`config.mk`:
```
export PLATFORM = sky130hd
export DESIGN_NAME = div32_seq
export DESIGN_NICKNAME = d
export VERILOG_FILES = /design/src/rtl/div32_seq.sv
export SDC_FILE = /design/constraint.sdc
export NUM_CORES = 1
export LEC_CHECK = 0
export BUFFER_PORTS_ARGS = -buffer_cell sky130_fd_sc_hd__clkbuf_2
export CAP_MARGIN = 20
export CORE_UTILIZATION = 50
export DETAILED_ROUTE_END_ITERATION = 12
export PLACE_DENSITY = 0.73
export SETUP_SLACK_MARGIN = 0.2
export SKIP_LAST_GASP = 1
export SLEW_MARGIN = 25
export SYNTH_ARGS = -nofsm -noshare
export SYNTH_HDL_FRONTEND = slang
export SYNTH_SLANG_ARGS = --single-unit
```
`constraint.sdc`:
```
create_clock -name clk -period 4.7 [get_ports clk]
set_clock_uncertainty 0.1 [all_clocks]
set_input_delay 0 -clock clk [delete_from_list [all_inputs] [get_ports clk]]
set_output_delay 0 -clock clk [all_outputs]
set_load 0.03 [all_outputs]
```
`src/rtl/div32_seq.sv`:
```
// Sequential restoring divider: one quotient bit per clock, signed or unsigned,
// with fixed WIDTH+1 clock latency from accepted start to the ready pulse.
module div32_seq #(
    parameter int WIDTH = 32
) (
    input  logic             clk,
    input  logic             clrn,
    input  logic             start,
    input  logic             sign,
    input  logic [WIDTH-1:0] a,
    input  logic [WIDTH-1:0] b,
    output logic [WIDTH-1:0] q,
    output logic [WIDTH-1:0] r,
    output logic             busy,
    output logic             ready,
    output logic             dbz
);

    localparam int              CW      = $clog2(WIDTH);
    localparam logic [CW-1:0]   CNT_ONE = CW'(1);
    localparam logic [CW-1:0]   LAST    = CW'(WIDTH - 1);
    localparam logic [WIDTH-1:0] ZERO   = {WIDTH{1'b0}};
    localparam logic [WIDTH-1:0] ONES   = {WIDTH{1'b1}};
    localparam logic [WIDTH-1:0] ONE    = {{(WIDTH-1){1'b0}}, 1'b1};

    typedef enum logic [1:0] {
        S_IDLE = 2'd0,
        S_RUN  = 2'd1,
        S_FIX  = 2'd2
    } state_t;

    state_t             r_state;
    state_t             w_state_nx;
    logic [CW-1:0]      r_cnt;
    logic [WIDTH-1:0]   r_rem;
    logic [WIDTH-1:0]   r_dvd;
    logic [WIDTH-1:0]   r_b;
    logic               r_neg_q;
    logic               r_neg_r;
    logic               r_dbz;
    logic [WIDTH:0]     w_rem_sh;
    logic [WIDTH:0]     w_diff;
    logic               w_ge;
    logic [WIDTH-1:0]   w_rem_nx;

    function automatic logic [WIDTH-1:0] neg_f(input logic [WIDTH-1:0] v);
        return ~v + ONE;
    endfunction

    // The most negative value maps onto itself, read as an unsigned magnitude.
    function automatic logic [WIDTH-1:0] mag_f(input logic [WIDTH-1:0] v, input logic s);
        return (s && v[WIDTH-1]) ? neg_f(v) : v;
    endfunction

    // One restoring step: shift in the next dividend bit and trial-subtract.
    always_comb begin
        w_rem_sh = {r_rem, r_dvd[WIDTH-1]};
        w_diff   = w_rem_sh - {1'b0, r_b};
        w_ge     = ~w_diff[WIDTH];
        w_rem_nx = w_rem_sh[WIDTH-1:0];
        if (w_ge) begin
            w_rem_nx = w_diff[WIDTH-1:0];
        end else begin
            w_rem_nx = w_rem_sh[WIDTH-1:0];
        end
    end

    // Next-state logic.
    always_comb begin
        w_state_nx = r_state;
        case (r_state)
            S_IDLE: begin
                if (start) begin
                    w_state_nx = S_RUN;
                end else begin
                    w_state_nx = S_IDLE;
                end
            end
            S_RUN: begin
                if (r_cnt == LAST) begin
                    w_state_nx = S_FIX;
                end else begin
                    w_state_nx = S_RUN;
                end
            end
            S_FIX:   w_state_nx = S_IDLE;
            default: w_state_nx = S_IDLE;
        endcase
    end

    // State register.
    always_ff @(posedge clk or negedge clrn) begin
        if (!clrn) begin
            r_state <= S_IDLE;
        end else begin
            r_state <= w_state_nx;
        end
    end

    // Datapath and registered outputs.
    always_ff @(posedge clk or negedge clrn) begin
        if (!clrn) begin
            r_cnt   <= {CW{1'b0}};
            r_rem   <= ZERO;
            r_dvd   <= ZERO;
            r_b     <= ZERO;
            r_neg_q <= 1'b0;
            r_neg_r <= 1'b0;
            r_dbz   <= 1'b0;
            q       <= ZERO;
            r       <= ZERO;
            busy    <= 1'b0;
            ready   <= 1'b0;
            dbz     <= 1'b0;
        end else begin
            ready <= 1'b0;
            case (r_state)
                S_IDLE: begin
                    if (start) begin
                        r_dvd   <= mag_f(a, sign);
                        r_b     <= mag_f(b, sign);
                        r_rem   <= ZERO;
                        r_neg_q <= sign & (a[WIDTH-1] ^ b[WIDTH-1]);
                        r_neg_r <= sign & a[WIDTH-1];
                        r_dbz   <= (b == ZERO);
                        r_cnt   <= {CW{1'b0}};
                        busy    <= 1'b1;
                    end
                end
                S_RUN: begin
                    r_rem <= w_rem_nx;
                    r_dvd <= {r_dvd[WIDTH-2:0], w_ge};
                    r_cnt <= r_cnt + CNT_ONE;
                end
                S_FIX: begin
                    // With b==0 the remainder path already reproduces a; only q is forced.
                    q     <= r_dbz ? ONES : (r_neg_q ? neg_f(r_dvd) : r_dvd);
                    r     <= r_neg_r ? neg_f(r_rem) : r_rem;
                    dbz   <= r_dbz;
                    ready <= 1'b1;
                    busy  <= 1'b0;
                end
                default: begin
                    busy <= 1'b0;
                end
            endcase
        end
    end

endmodule
```
# Word-level counts from Yosys, hierarchy flattened
# Cells that the tools add are included.
dict set report totals {
  ff_bits 173
  latchBits 0
  ram_bits 0
  mem_bits_ro 0
  in_bits 68
  output_inout_bits 67
  elab_cells 58
  memories 0
}
dict set report op_classes {
  add_sub_neg 6
  mul 0
  div 0
  magnitude_cmp 0
  eq_ne 4
  n_shift 0
  n_mux 18
  n_bitwise 9
  reduce_logical 8
}
# op count
set ops {}
lappend ops {{$mux W32} 8}
lappend ops {{$add A32 B1 Y32 const B} 4}
lappend ops {{$not A32 Y32} 4}
lappend ops {{$pmux W32 S2} 2}
lappend ops {{$sub A33 B32 Y33} 1}
lappend ops {{$logic_not A32 Y1} 1}
lappend ops {{$pmux W5 S2} 1}
lappend ops {{$reduce_and A2 Y1} 3}
lappend ops {{$add A5 B1 Y5 const B} 1}
lappend ops {{$eq A5 B5 Y1 const B} 1}
lappend ops {{$mux W5} 1}
lappend ops {{$pmux W2 S2} 1}
lappend ops {{$mux W1} 3}
lappend ops {{$and A1 B1 Y1} 2}
lappend ops {{$eq A2 B1 Y1 const B} 1}
lappend ops {{$eq A2 B2 Y1 const B} 1}
lappend ops {{$logic_and A1 B1 Y1} 2}
lappend ops {{$logic_not A2 Y1} 1}
lappend ops {{$mux W2} 1}
lappend ops {{$ne A2 B2 Y1 const B} 1}
lappend ops {{$not A1 Y1} 2}
lappend ops {{$pmux W1 S2} 1}
lappend ops {{$reduce_bool A2 Y1} 1}
lappend ops {{$xor A1 B1 Y1} 1}

# Longest topological paths before layout
dict set report depth {
  ltp_word 5
  mapped_depth 13
}

# Worst setup path after synthesis
# Ideal clock, no wire load.
dict set report synth_path {
  path_kind {register to register}
  from {register r_dvd[31]}
  to {register r_rem[27]}
  arrival_time_ps 2822
  slack_ps 1642
  stages_incl_launch_ff 14
  cell_sequence {dfrtp_1 > inv_1 > ha_1 > fa_1 > nor2b_1 > o2111ai_1 > a21oi_1 > o211ai_1 > nand2_1 > o221ai_1 > xnor2_2 > buf_2 > mux2i_1 > o22ai_1}
}
dict set report synth_via {
  elab_chain_len 3
}
# element line_no
set synth_lines {}
lappend synth_lines {{from (decl)} 36} ;# logic [WIDTH-1:0] r_dvd;
lappend synth_lines {{from (signal assigned)} 120} ;# r_dvd <= mag_f(a, sign);
lappend synth_lines {{from (signal assigned)} 132} ;# r_dvd <= {r_dvd[WIDTH-2:0], w_ge};
lappend synth_lines {{$sub A33 B32 Y33} 58} ;# w_diff = w_rem_sh - {1'b0, r_b};
lappend synth_lines {{$mux W32} 61} ;# if (w_ge) begin
lappend synth_lines {{$pmux W32 S2} 117} ;# case (r_state)
lappend synth_lines {{to (signal assigned)} 131} ;# r_rem <= w_rem_nx;
lappend synth_lines {{to (decl)} 35} ;# logic [WIDTH-1:0] r_rem;
# No other way between the ends.
# A chain may end at the register's enable or synchronous reset.

# Worst setup path in the final report
dict set report layout_path {
  from {register r_dvd[31]}
  to {register r_rem[25]}
}
# Same word-level chain as after synthesis.

==> metrics.md <==
| Metric | Value |
|---|---|
| Outcome | finished clean |
| Synth Area in Compound Gates | 0.211 |
| Final Core Density | 0.617 |
| Clock share of power | 0.139 |
| Hold Fails Final Rpt | 0 |
| Worst-path fanout max | 23 |
| Chip height | 151 microns |
| CP Capture Type | flop |
| Vias | 10242 |
| Top Ports | 135 |
| Sw Ratio | 0.474 |
| H-tree Lvls | 4 |
| Post-Route Setup TNS | 0 ns |
| CTS tree | yes |
| Num CTS Buffers | 17 |
| Post-Synth XOR/XNOR Area | 0.116 |
| Hold WS | 0.0514 ns |
| Buffers on Ports | 134 |
| Mapped Nets | 1421 |
| Syn Std Cell Area | 11100 sq um |
| Sw power | 4.82 mW |
| Worst VDD drop | 545 uV |
| Vias in the first global route | 9262 |
| Root Buffer | clkbuf_16 |
| CP required | 4.92 ns |
| Avg Vias per Cell | 5.73 |
| CTS resizes | 0 |
| Min cycle time layout | 3.63 ns |
| Final Worst Setup Slack | 1.07 ns |
| Slew HR | 0.425 |
| Final setup vio count | 0 |
| Logic pwr share | 0.583 |
| Fin nets | 1601 |
| DRT Pass-1 Iters | 7 |
| Gr ovfl total | 0 |
| Post-synthesis average cell area | 8.45 sq um |
| Starting Density | 0.509 |
| Layout cells sized above 1 | 0.127 |
| CTS Buffer Depth | 2 |
| Peak Freq | 275 MHz |
| Post-synthesis sequential area ratio | 0.390 |
| DRT iter0 DRCs | 791 |
| Max Cap Viol | 0 |
| Leakage power | 6.07 nW |
| Ant diodes | 0 |
| #FFs+latches synth | 173 |
| RSZ-0062 raised after global routing | false |
| Antenna viol nets, final | 0 |
| Netlist cell types | 61 |
| Wire length per cell | 16.5 microns |
| Area Overhead vs Synth | 21.3% |
| Die Area | 22800 sq um |
| Post-synth ARST share | 1.00 |
| Pwr Total | 10.2 mW |
| Setup WS pre-CTS | 1.08 ns |
| WL final | 29.5 mm |
| Main flop type after synthesis | dfrtp_1 |
| Int Power | 5.34 mW |
| GPL Wtd Cong | 0.913 |
| Number of enable flip-flop cells after synthesis | 0 |
| Yosys warning count | 0 |
| Syn Inst Count | 1314 |
| Pwr Density | 754 nW/um^2 |
| DP Wirelength | 21.2 mm |
| Cell accounting for the most synthesized area | dfrtp_1 |
| Mux share of post-synthesis cell area | 0.0282 |
| Worst slew pin tran | 0.862 ns |
| Arrival time at the worst endpoint | 3.86 ns |
| CTS Hold Bufs | 91 |
| Die Wd | 151 microns |
| DRC Markers | 0 |
| Final period util | 0.773 |
| Insertion delay to the later sink of the worst-skew pair | 0.44 ns |
| Largest net degree at the start of global routing | 81 |
| Clock transition at path regs | 0.07 ns |
| Post-synthesis simple-gate area fraction | 0.166 |
| Max Slew Vio Count | 0 |
| Sequential share of power | 0.278 |
| Worst setup path class | flop to flop |
| Largest family of logic cells by synthesized area | compound AO/OA/AOI/OAI gates |
| Cell Rows | 54 |
| Synth top area cells | dfrtp_1, o21ai_0, xnor2_1 |
| First-pass GRT wire length | 47.0 mm |
| Synth Area in Adders | 0.0446 |
| Crit start category | flop |
| Initial antenna violation count | 0 |
| Post-CTS Setup Repair Bufs | 0 |
| Clk sinks | 173 |
| Worst Hold Class | input port to asynchronous set/reset pin |
| Total GRT Usage | 0.263 |
| Core Area | 21800 sq um |
| Yosys top cell area share | 0.390 |
## placed cells by master (no fill, tap or decap), types with 5 or more instances in the layout
| cell type | instances |
|---|---|
| and3_1 | 7 |
| nor4_1 | 15 |
| or3_1 | 11 |
| inv_1 | 52 |
| and2_1 | 8 |
| inv_6 | 5 |
| nand2_1 | 163 |
| inv_8 | 5 |
| nand3_1 | 15 |
| nor2_1 | 99 |
| a31oi_1 | 8 |
| nor3_1 | 19 |
| a21o_1 | 15 |
| dlygate4sd3_1 | 91 |
| dfrtp_1 | 173 |
| o22ai_1 | 12 |
| clkbuf_2 | 133 |
| xnor2_1 | 73 |
| xor2_1 | 72 |
| nor2b_1 | 7 |
| a22oi_1 | 23 |
| o31ai_1 | 20 |
| o221ai_1 | 5 |
| a21oi_1 | 103 |
| mux2i_1 | 29 |
| o41ai_1 | 13 |
| buf_4 | 7 |
| nand4_1 | 7 |
| o21ai_0 | 168 |
| nand2b_1 | 15 |
| clkbuf_16 | 17 |
| ha_1 | 38 |
| or4_1 | 11 |
## layout make-up
type / count / area [sq um]
sequential: 173 / 4330
clock buffer: 17 / 425
fill: 1856 / 8360
clock inverter: 15 / 165
timing repair buffer: 233 / 1660
tap: 280 / 350
multi-input combinational: 1014 / 6330
inverter: 55 / 206
## final timing paths
check / to / startpoint / slack (ns) / cells after the start
setup / recovery: r_rem[25] / r_dvd[31] / 1.07 / 13
hold / removal: q[16] / clrn / 0.05 / 2
setup reg to reg: r_rem[25] / r_dvd[31] / 1.07 / 13
hold reg to reg: r[18] / r[18] / 0.38 / 2
max in group asynchronous: r_dvd[30] / clrn / 3.29 / 3
min in group clk: r_dvd[28] / start / 0.16 / 4
## registers in the layout (all words and copies together), names as in the netlist, 2 cells and up
signal   count
r_state      2
r           32
r_cnt        5
q           32
r_rem       32
r_dvd       32
r_b         32
## routing by layer
| metal | track usage | up-vias | part of all wire |
|---|---|---|---|
| li1 | - | 4989 | - |
| met1 | 0.393 | 4807 | 0.48 |
| met2 | 0.384 | 388 | 0.43 |
| met3 | 0.0416 | 58 | 0.066 |
| met4 | 0.0890 | 0 | 0.023 |
| met5 | 0 | - | 0 |
## power by group through the flow
stage                     registers [mW]  clock network (mW)  logic [mW]
after floorplan                     2.67                   0        4.44
after global placement              2.79                   0        5.66
after detailed placement            2.83                   0        5.75
after CTS                           2.80                1.43        5.87
after global routing                2.90                1.48        6.55
final                               2.82                1.41        5.92
## kinds of logic after synthesis
group | count (synthesis)
AOI/OAI and AO/OA | 399
xor gates and xnor gates | 146
adders and majority gates | 39
buffers and inverters | 127
DFF | 173
muxes | 31
and+or+nand+nor | 399
## stage by stage
step | cells | cell area (sq um)
2_1_floorplan | 1314 | 11100
3_3_place_gp | 1664 | 12000
3_5_place_dp | 1664 | 12000
4_1_cts | 1787 | 13500
5_1_grt | 1787 | 13500
6_report | 1787 | 13500
## Yosys cell counts (12+ instances only)
library cell,n
o21ai_0,168
a22oi_1,23
inv_1,52
nand2_1,165
xor2_1,72
mux2i_1,29
xnor2_1,73
ha_1,38
o22ai_1,12
a21oi_1,103
nand2b_1,15
o31ai_1,20
dfrtp_1,173
clkbuf_1,65
nor4_1,15
a21o_1,15
nand3_1,16
o41ai_1,13
nor3_1,19
nor2_1,101
## critical path, cell delays in order, from the launching register on
cell       delay [ns]
dfrtp_1          0.36
inv_1            0.08
ha_1             0.22
fa_1             0.40
nor2b_1          0.18
o2111ai_1        0.14
a21oi_1          0.36
o211ai_1         0.17
nand2_1          0.09
o221ai_1         0.22
xnor2_4          0.58
buf_12           0.27
o21ai_0          0.11
a31o_2           0.22
No activity file was read; power rests on OpenSTA's default activity.
